$ cat config.mk
export PLATFORM = sky130hd
export DESIGN_NAME = round_state_ctrl
export DESIGN_NICKNAME = d
export VERILOG_FILES = /design/src/rtl/round_state_ctrl.sv
export SDC_FILE = /design/constraint.sdc
export NUM_CORES = 1
export LEC_CHECK = 0
export CAP_MARGIN = 40
export CORE_AREA = 2 2 252 254
export CTS_BUF_LIST = sky130_fd_sc_hd__clkbuf_8
export CTS_CLUSTER_DIAMETER = 40
export DETAILED_ROUTE_END_ITERATION = 8
export DIE_AREA = 0 0 254 256
export DONT_BUFFER_PORTS = 1
export GPL_ROUTABILITY_DRIVEN = 1
export PLACE_DENSITY_LB_ADDON = 0.25
export SYNTH_ARGS = -nofsm -noshare
export SYNTH_HDL_FRONTEND = slang
export SYNTH_SLANG_ARGS = --single-unit
$ cat constraint.sdc
create_clock -name clk -period 5.2 [get_ports clk]
set_input_delay 0.78 -clock clk [delete_from_list [all_inputs] [get_ports clk]]
set_output_delay 0.78 -clock clk [all_outputs]
set_load 0.01 [all_outputs]
$ cat src/rtl/round_state_ctrl.sv
// Iterative block-cipher round controller: one S-layer/permutation round per cycle, final key whitening, output handshake.
// Optional feature: define ROUND_ABORT_EN to add an abort input that discards the block in flight.
module round_state_ctrl #(
  parameter int unsigned ROUNDS = 25
) (
  input  logic         clk,
  input  logic         rst_n,
`ifdef ROUND_ABORT_EN
  input  logic         abort,
`endif
  input  logic [127:0] din,
  input  logic         din_valid,
  output logic         din_ready,
  output logic [5:0]   rk_idx,
  input  logic [127:0] rk,
  output logic [127:0] sb_in,
  input  logic [127:0] sb_out,
  output logic [127:0] dout,
  output logic         dout_valid,
  input  logic         dout_ready
);

  localparam logic [1:0] S_IDLE  = 2'd0;
  localparam logic [1:0] S_RUN   = 2'd1;
  localparam logic [1:0] S_FINAL = 2'd2;
  localparam logic [1:0] S_DONE  = 2'd3;

  localparam logic [5:0] LAST_ROUND = 6'(ROUNDS - 1);
  localparam logic [5:0] FINAL_IDX  = 6'(ROUNDS);

  logic [1:0]   fsm_q, fsm_d;
  logic [127:0] state_q, state_d;
  logic [5:0]   round_q, round_d;
  logic         abort_hit;

  // Row r occupies bits [127-32r : 96-32r]; rows rotate left by 0, 1, 12, 13.
  function automatic logic [127:0] perm(input logic [127:0] x);
    logic [127:0] y;
    y[127:96] = x[127:96];
    y[95:64]  = {x[94:64], x[95]};
    y[63:32]  = {x[51:32], x[63:52]};
    y[31:0]   = {x[18:0],  x[31:19]};
    return y;
  endfunction

`ifdef ROUND_ABORT_EN
  assign abort_hit = abort && (fsm_q != S_IDLE);
`else
  assign abort_hit = 1'b0;
`endif

  // NOTE: every variable gets a default before the case so no path leaves it unassigned (no latch).
  always_comb begin
    fsm_d   = fsm_q;
    state_d = state_q;
    round_d = round_q;
    case (fsm_q)
      S_IDLE: begin
        if (din_valid) begin
          state_d = din;
          round_d = '0;
          fsm_d   = S_RUN;
        end
      end
      S_RUN: begin
        state_d = perm(sb_out);
        round_d = round_q + 6'd1;
        if (round_q == LAST_ROUND) fsm_d = S_FINAL;
      end
      S_FINAL: begin
        state_d = state_q ^ rk;
        fsm_d   = S_DONE;
      end
      S_DONE: begin
        if (dout_ready) fsm_d = S_IDLE;
      end
      default: fsm_d = S_IDLE;
    endcase
    // Abort outranks the output handshake and drops the block without producing it.
    if (abort_hit) begin
      fsm_d   = S_IDLE;
      state_d = '0;
      round_d = '0;
    end
  end

  always_comb begin
    din_ready  = (fsm_q == S_IDLE);
    dout_valid = (fsm_q == S_DONE);
    dout       = (fsm_q == S_DONE) ? state_q : '0;
    rk_idx     = '0;
    sb_in      = state_q;
    case (fsm_q)
      S_RUN: begin
        rk_idx = round_q;
        sb_in  = state_q ^ rk;
      end
      S_FINAL: rk_idx = FINAL_IDX;
      default: rk_idx = '0;
    endcase
  end

  // NOTE: reset is synchronous, so it lives inside the clocked block and is only seen on a rising edge.
  // NOTE: sequential state uses non-blocking assignments so all registers update together at the edge.
  // NOTE: the 128-bit state register is reset too, so dout and sb_in read zero straight out of reset.
  always_ff @(posedge clk) begin
    if (!rst_n) begin
      fsm_q   <= S_IDLE;
      state_q <= '0;
      round_q <= '0;
    end else begin
      fsm_q   <= fsm_d;
      state_q <= state_d;
      round_q <= round_d;
    end
  end

endmodule

# [After elaboration in Yosys (flattened, before gate mapping)]
# Index checks and enable logic that the tools add are counted.
[op_classes] n_addsub=1 n_eq_ne=7 n_mux=11 bitwise=1 n_reduce_logical=6
[op_table] cell="$mux 128" n=3
[op_table] cell="$pmux 128 s3" n=1
[op_table] cell="$xor 128x128->128" n=1
[op_table] cell="$pmux 6 s2" n=2
[op_table] cell="$pmux 2 s4" n=1
[op_table] cell="$add 6x1->6 const B" n=1
[op_table] cell="$eq 6x5->1 const B" n=1
[op_table] cell="$mux 2" n=3
[op_table] cell="$mux 6" n=1
[op_table] cell="$eq 2x2->1 const B" n=2
[op_table] cell="$ne 2x2->1 const B" n=2
[op_table] cell="$reduce_and 2->1" n=2
[op_table] cell="$reduce_and 3->1" n=1
[op_table] cell="$reduce_bool 3->1" n=1
[op_table] cell="$eq 2x1->1 const B" n=1
[op_table] cell="$logic_not 2->1" n=1
[op_table] cell="$ne 2x1->1 const B" n=1
[op_table] cell="$reduce_bool 2->1" n=1
[word_totals] register_bits=136 input_bits=388 out_inout_bits=264 wordCells=29

# [Depth between registers and ports, before layout]
[depth] ltp_word=3 mapped_depth=8

# [Worst setup path before layout]
# OpenSTA, ideal clock, no wires.
[synth_path] path_type="reg2out" start="register fsm_q[1]" end="output port sb_in[123]" arrival_ps=1527 t_required_ps=4420 slack_ps=2893 path_stages_with_launch=7 path_cell_list="dfxtp_1 inv_1 ha_1 clkbuf_1 clkbuf_1 nand2_1 xnor2_1"
[synth_via] elab_chain_len=2
[synth_rtl] element="start: declaration" line="31" rtl="logic [1:0] fsm_q, fsm_d;"
[synth_rtl] element="start signal: assignment" line="112" rtl="fsm_q <= fsm_d;"
[synth_rtl] element="$eq 2x1->1" line="93" rtl="case (fsm_q)"
[synth_rtl] element="$mux 128" line="93"
[synth_rtl] element="end: declaration" line="16" rtl="output logic [127:0] sb_in,"
# Every way passes these cells.

# [Worst setup path in the final report]
[layout_path] start="register fsm_q[0]" end="output port sb_in[56]"
# The elaborated chain is that of the path after synthesis.

==> impl_results.md <==
* Skew-Pair Late Insertion Delay at 530 ps
* Yosys warns at 0
* Main combinational cell family by area after synthesis: compound AO/OA/AOI/OAI gates
* # DRC at 0
* Yosys cell types at 32
* Fin nets at 1,529
* Crit path to: sb_in[56]
* Critical path type: reg -> out
* Req. time, crit path at 4420 ps
* Worst Tran Pin Value at 793.6 ps
* MaxCap Viol Count at 0
* GR Overflow Total at 0
* Die footprint at 0.06502 mm²
* Hold Vio Cnt, Final at 0
* Drt wl/cell at 21.75 µm
* CTS clk-pin slew, worst paths at 80 ps
* Bufs on Longest Clock Path at 2
* Sequential area share after synthesis at 26.25%
* Post-Syn Nets at 1,617
* Min-delay worst type: in -> reg
* Mapped Cells at 1,222
* P_leak at 3.460 nW
* Synth Area in XOR/XNOR at 10.89%
* Pwr Total at 6.186 mW
* Reg2reg end: state_q[41]
* Die X at 254 µm
* Relative slew slack at 47.10%
* Port Buffers at 0
* CTS tree: yes
* Power Dens Cells at 539.9 mW/mm²
* Die height at 256 µm
* Largest net degree at the start of global routing at 138
* Routability Congestion at 0.8223
* Initial antenna violation count at 6
* Cell row count at 92
* RR Startpoint: fsm_q[0]
* Global-route usage over all layers at 12.66%
* First-pass GRT wire length at 62.68 mm
* Period utilization at 70.96%
* Setup_tns at 0 ps
* Status: finished, final reports clean
* Initial drt markers at 764
* Achievable frequency at 0.2710 GHz
* Worst path depth at 4
* Share of cells above drive strength 1 at 5.318%
* CP peak stage delay at 630 ps
* Post-Syn Area at 0.01037 mm²
* Initial Util at 16.63%
* 1st-pass router iterations at 7
* Cell family with most CP delay: adder cells
* Compound-Gate Fraction of Synth Area at 32.01%
* R2r worst-path depth at 8
* Startpoint Class: register
* CP bufs+invs at 1
* Pre-CTS setup slack at 2013 ps
* Setup Viol. Count Final at 0
* Post-synth top area share at 26.25%
* Worst-path fanout max at 55
* Worst setup margin at 1510 ps
* Min Clock Period, post-route at 3690 ps
* Critical Path, Cell by Cell: ha_4 > buf_4 > nand2_1 > xnor2_1
* Layout area overhead at 10.46%
* CP Capture Type: primary output
* #FFs+latches synth at 136
* Slowest-stage cell, CP: ha_4
* CTS resizes at 0
* Final Skew at 13.24 ps
* Top post-synthesis cells by area: dfxtp_1 (26%), a221o_1 (12%), a32o_1 (12%)
* Unrepaired setup endpoints after global routing: no
* H-tree levels at 4
* Post-CTS Setup Repair Bufs at 0
* Clock Sinks at 136
* Final ANT Viol Nets at 0
* Critical path data arrival time at 2910 ps
* DR vias/cell at 4.957
* Number of I/O pins at 652
* Vias in the first global route at 9,772
* Detailed Route WL at 43.48 mm
* Slew Viols, Final at 0
* Clock Tree Root: clkbuf_8
* DPL Wire Length at 31.14 mm
* Post-Synth Adder-Cell Area at 0.8444%
* Cts bufs inserted at 17
* Dominant cell type by area after synthesis: dfxtp_1
* Core Region at 0.06239 mm²
* Multiplexer share of the synthesized area at 0.09650%
* Crit. Startpoint: fsm_q[0]
* Via Count at 9,910
* Post-CTS Hold Fix Bufs at 0
* VDD IR max at 0.0003322 V
* Syn_area_per_cell at 8.488 µm²
* R2R setup slack at 2160 ps
* Simple-gate portion of the synthesized area at 23.40%
[synthesized netlist by cell type (all sizes together)]
cell type	instances
or3b	1
xnor2	129
ha	7
dfxtp	136
a221o	128
inv	5
nor2	5
nand2	135
or3	2
and3	3
a32o	128
nor2b	4
buf	68
nand3	3
a21boi	3
nor3b	130
a21oi	6
mux2i	1
nand3b	1
and2	130
nor3	1
clkbuf	60
o211ai	1
o21ai	134
a2111oi	1
[where the power goes]
| part | leakage [nW] | internal, mW | total [mW] | switching, mW |
|---|---|---|---|---|
| logic | 2.14 | 1.37 | 3.37 | 2.00 |
| clock network | 0.201 | 0.432 | 0.923 | 0.491 |
| registers | 1.12 | 1.41 | 1.89 | 0.485 |
| total | 3.46 | 3.21 | 6.19 | 2.98 |
[cells by family after synthesis]
logic type,Yosys count
simple gates,415
xor+xnor,129
compound gates,401
flops,136
buf+inv,133
mux,1
fa+ha+maj,7
[cell usage in the layout, fill, tap and decap left out, types with 4 or more instances in the layout]
master	n
dfxtp_1	136
nand2_1	134
o21ai_0	131
nor3b_1	130
xnor2_1	129
and2_1	128
a221o_1	128
a32o_1	128
clkbuf_8	18
buf_4	15
diode_2	6
inv_1	6
a21oi_1	6
ha_1	5
clkinv_2	5
nor2_1	4
buf_12	4
[registers in the layout, summed over array words and instances, names as in the netlist]
| name | count |
|---|---|
| round_q | 6 |
| fsm_q | 2 |
| state_q | 128 |
[per-stage QoR]
step	hold slack [ps]	area, µm²	std cells	utilization [%]
after global routing	346.1	11450	1998	18.36
after global placement	526.9	10990	1958	17.61
after CTS	303.9	11440	1993	18.34
after detailed placement	531.3	11060	1961	17.73
after floorplan	478.3	10370	1222	-
final	392.7	11460	1999	18.36
[worst min-delay path by stage]
| stage | start | end | slack (ps) | cells after the start |
|---|---|---|---|---|
| 2_1_floorplan | fsm_q[0] | fsm_q[0] | 480 | 2 |
| 3_3_place_gp | round_q[4] | round_q[4] | 530 | 2 |
| 3_5_place_dp | round_q[4] | round_q[4] | 530 | 2 |
| 4_1_cts | rst_n | state_q[123] | 300 | 1 |
| 5_1_grt | rst_n | state_q[123] | 350 | 1 |
| 6_report | rst_n | round_q[0] | 390 | 1 |
[cell type report]
| cell class | instances | area [µm²] |
|---|---|---|
| tap | 846 | 1059 |
| multi-input combinational | 953 | 7010 |
| fill | 6999 | 50930 |
| timing repair buffer | 21 | 247.7 |
| sequential | 136 | 2723 |
| clock inverter | 14 | 133.9 |
| clock buffer | 18 | 247.7 |
| antenna | 6 | 15.01 |
| inverter | 5 | 21.27 |
[routing by layer]
layer,routed length (µm),GRT usage (%),part of all wire [%]
met5,0,0,0
met4,1617,6.716,3.7
met1,17360,14.51,40
met2,21420,21.33,49
met3,3074,3.417,7.1
No activity file was read; power rests on OpenSTA's default activity.
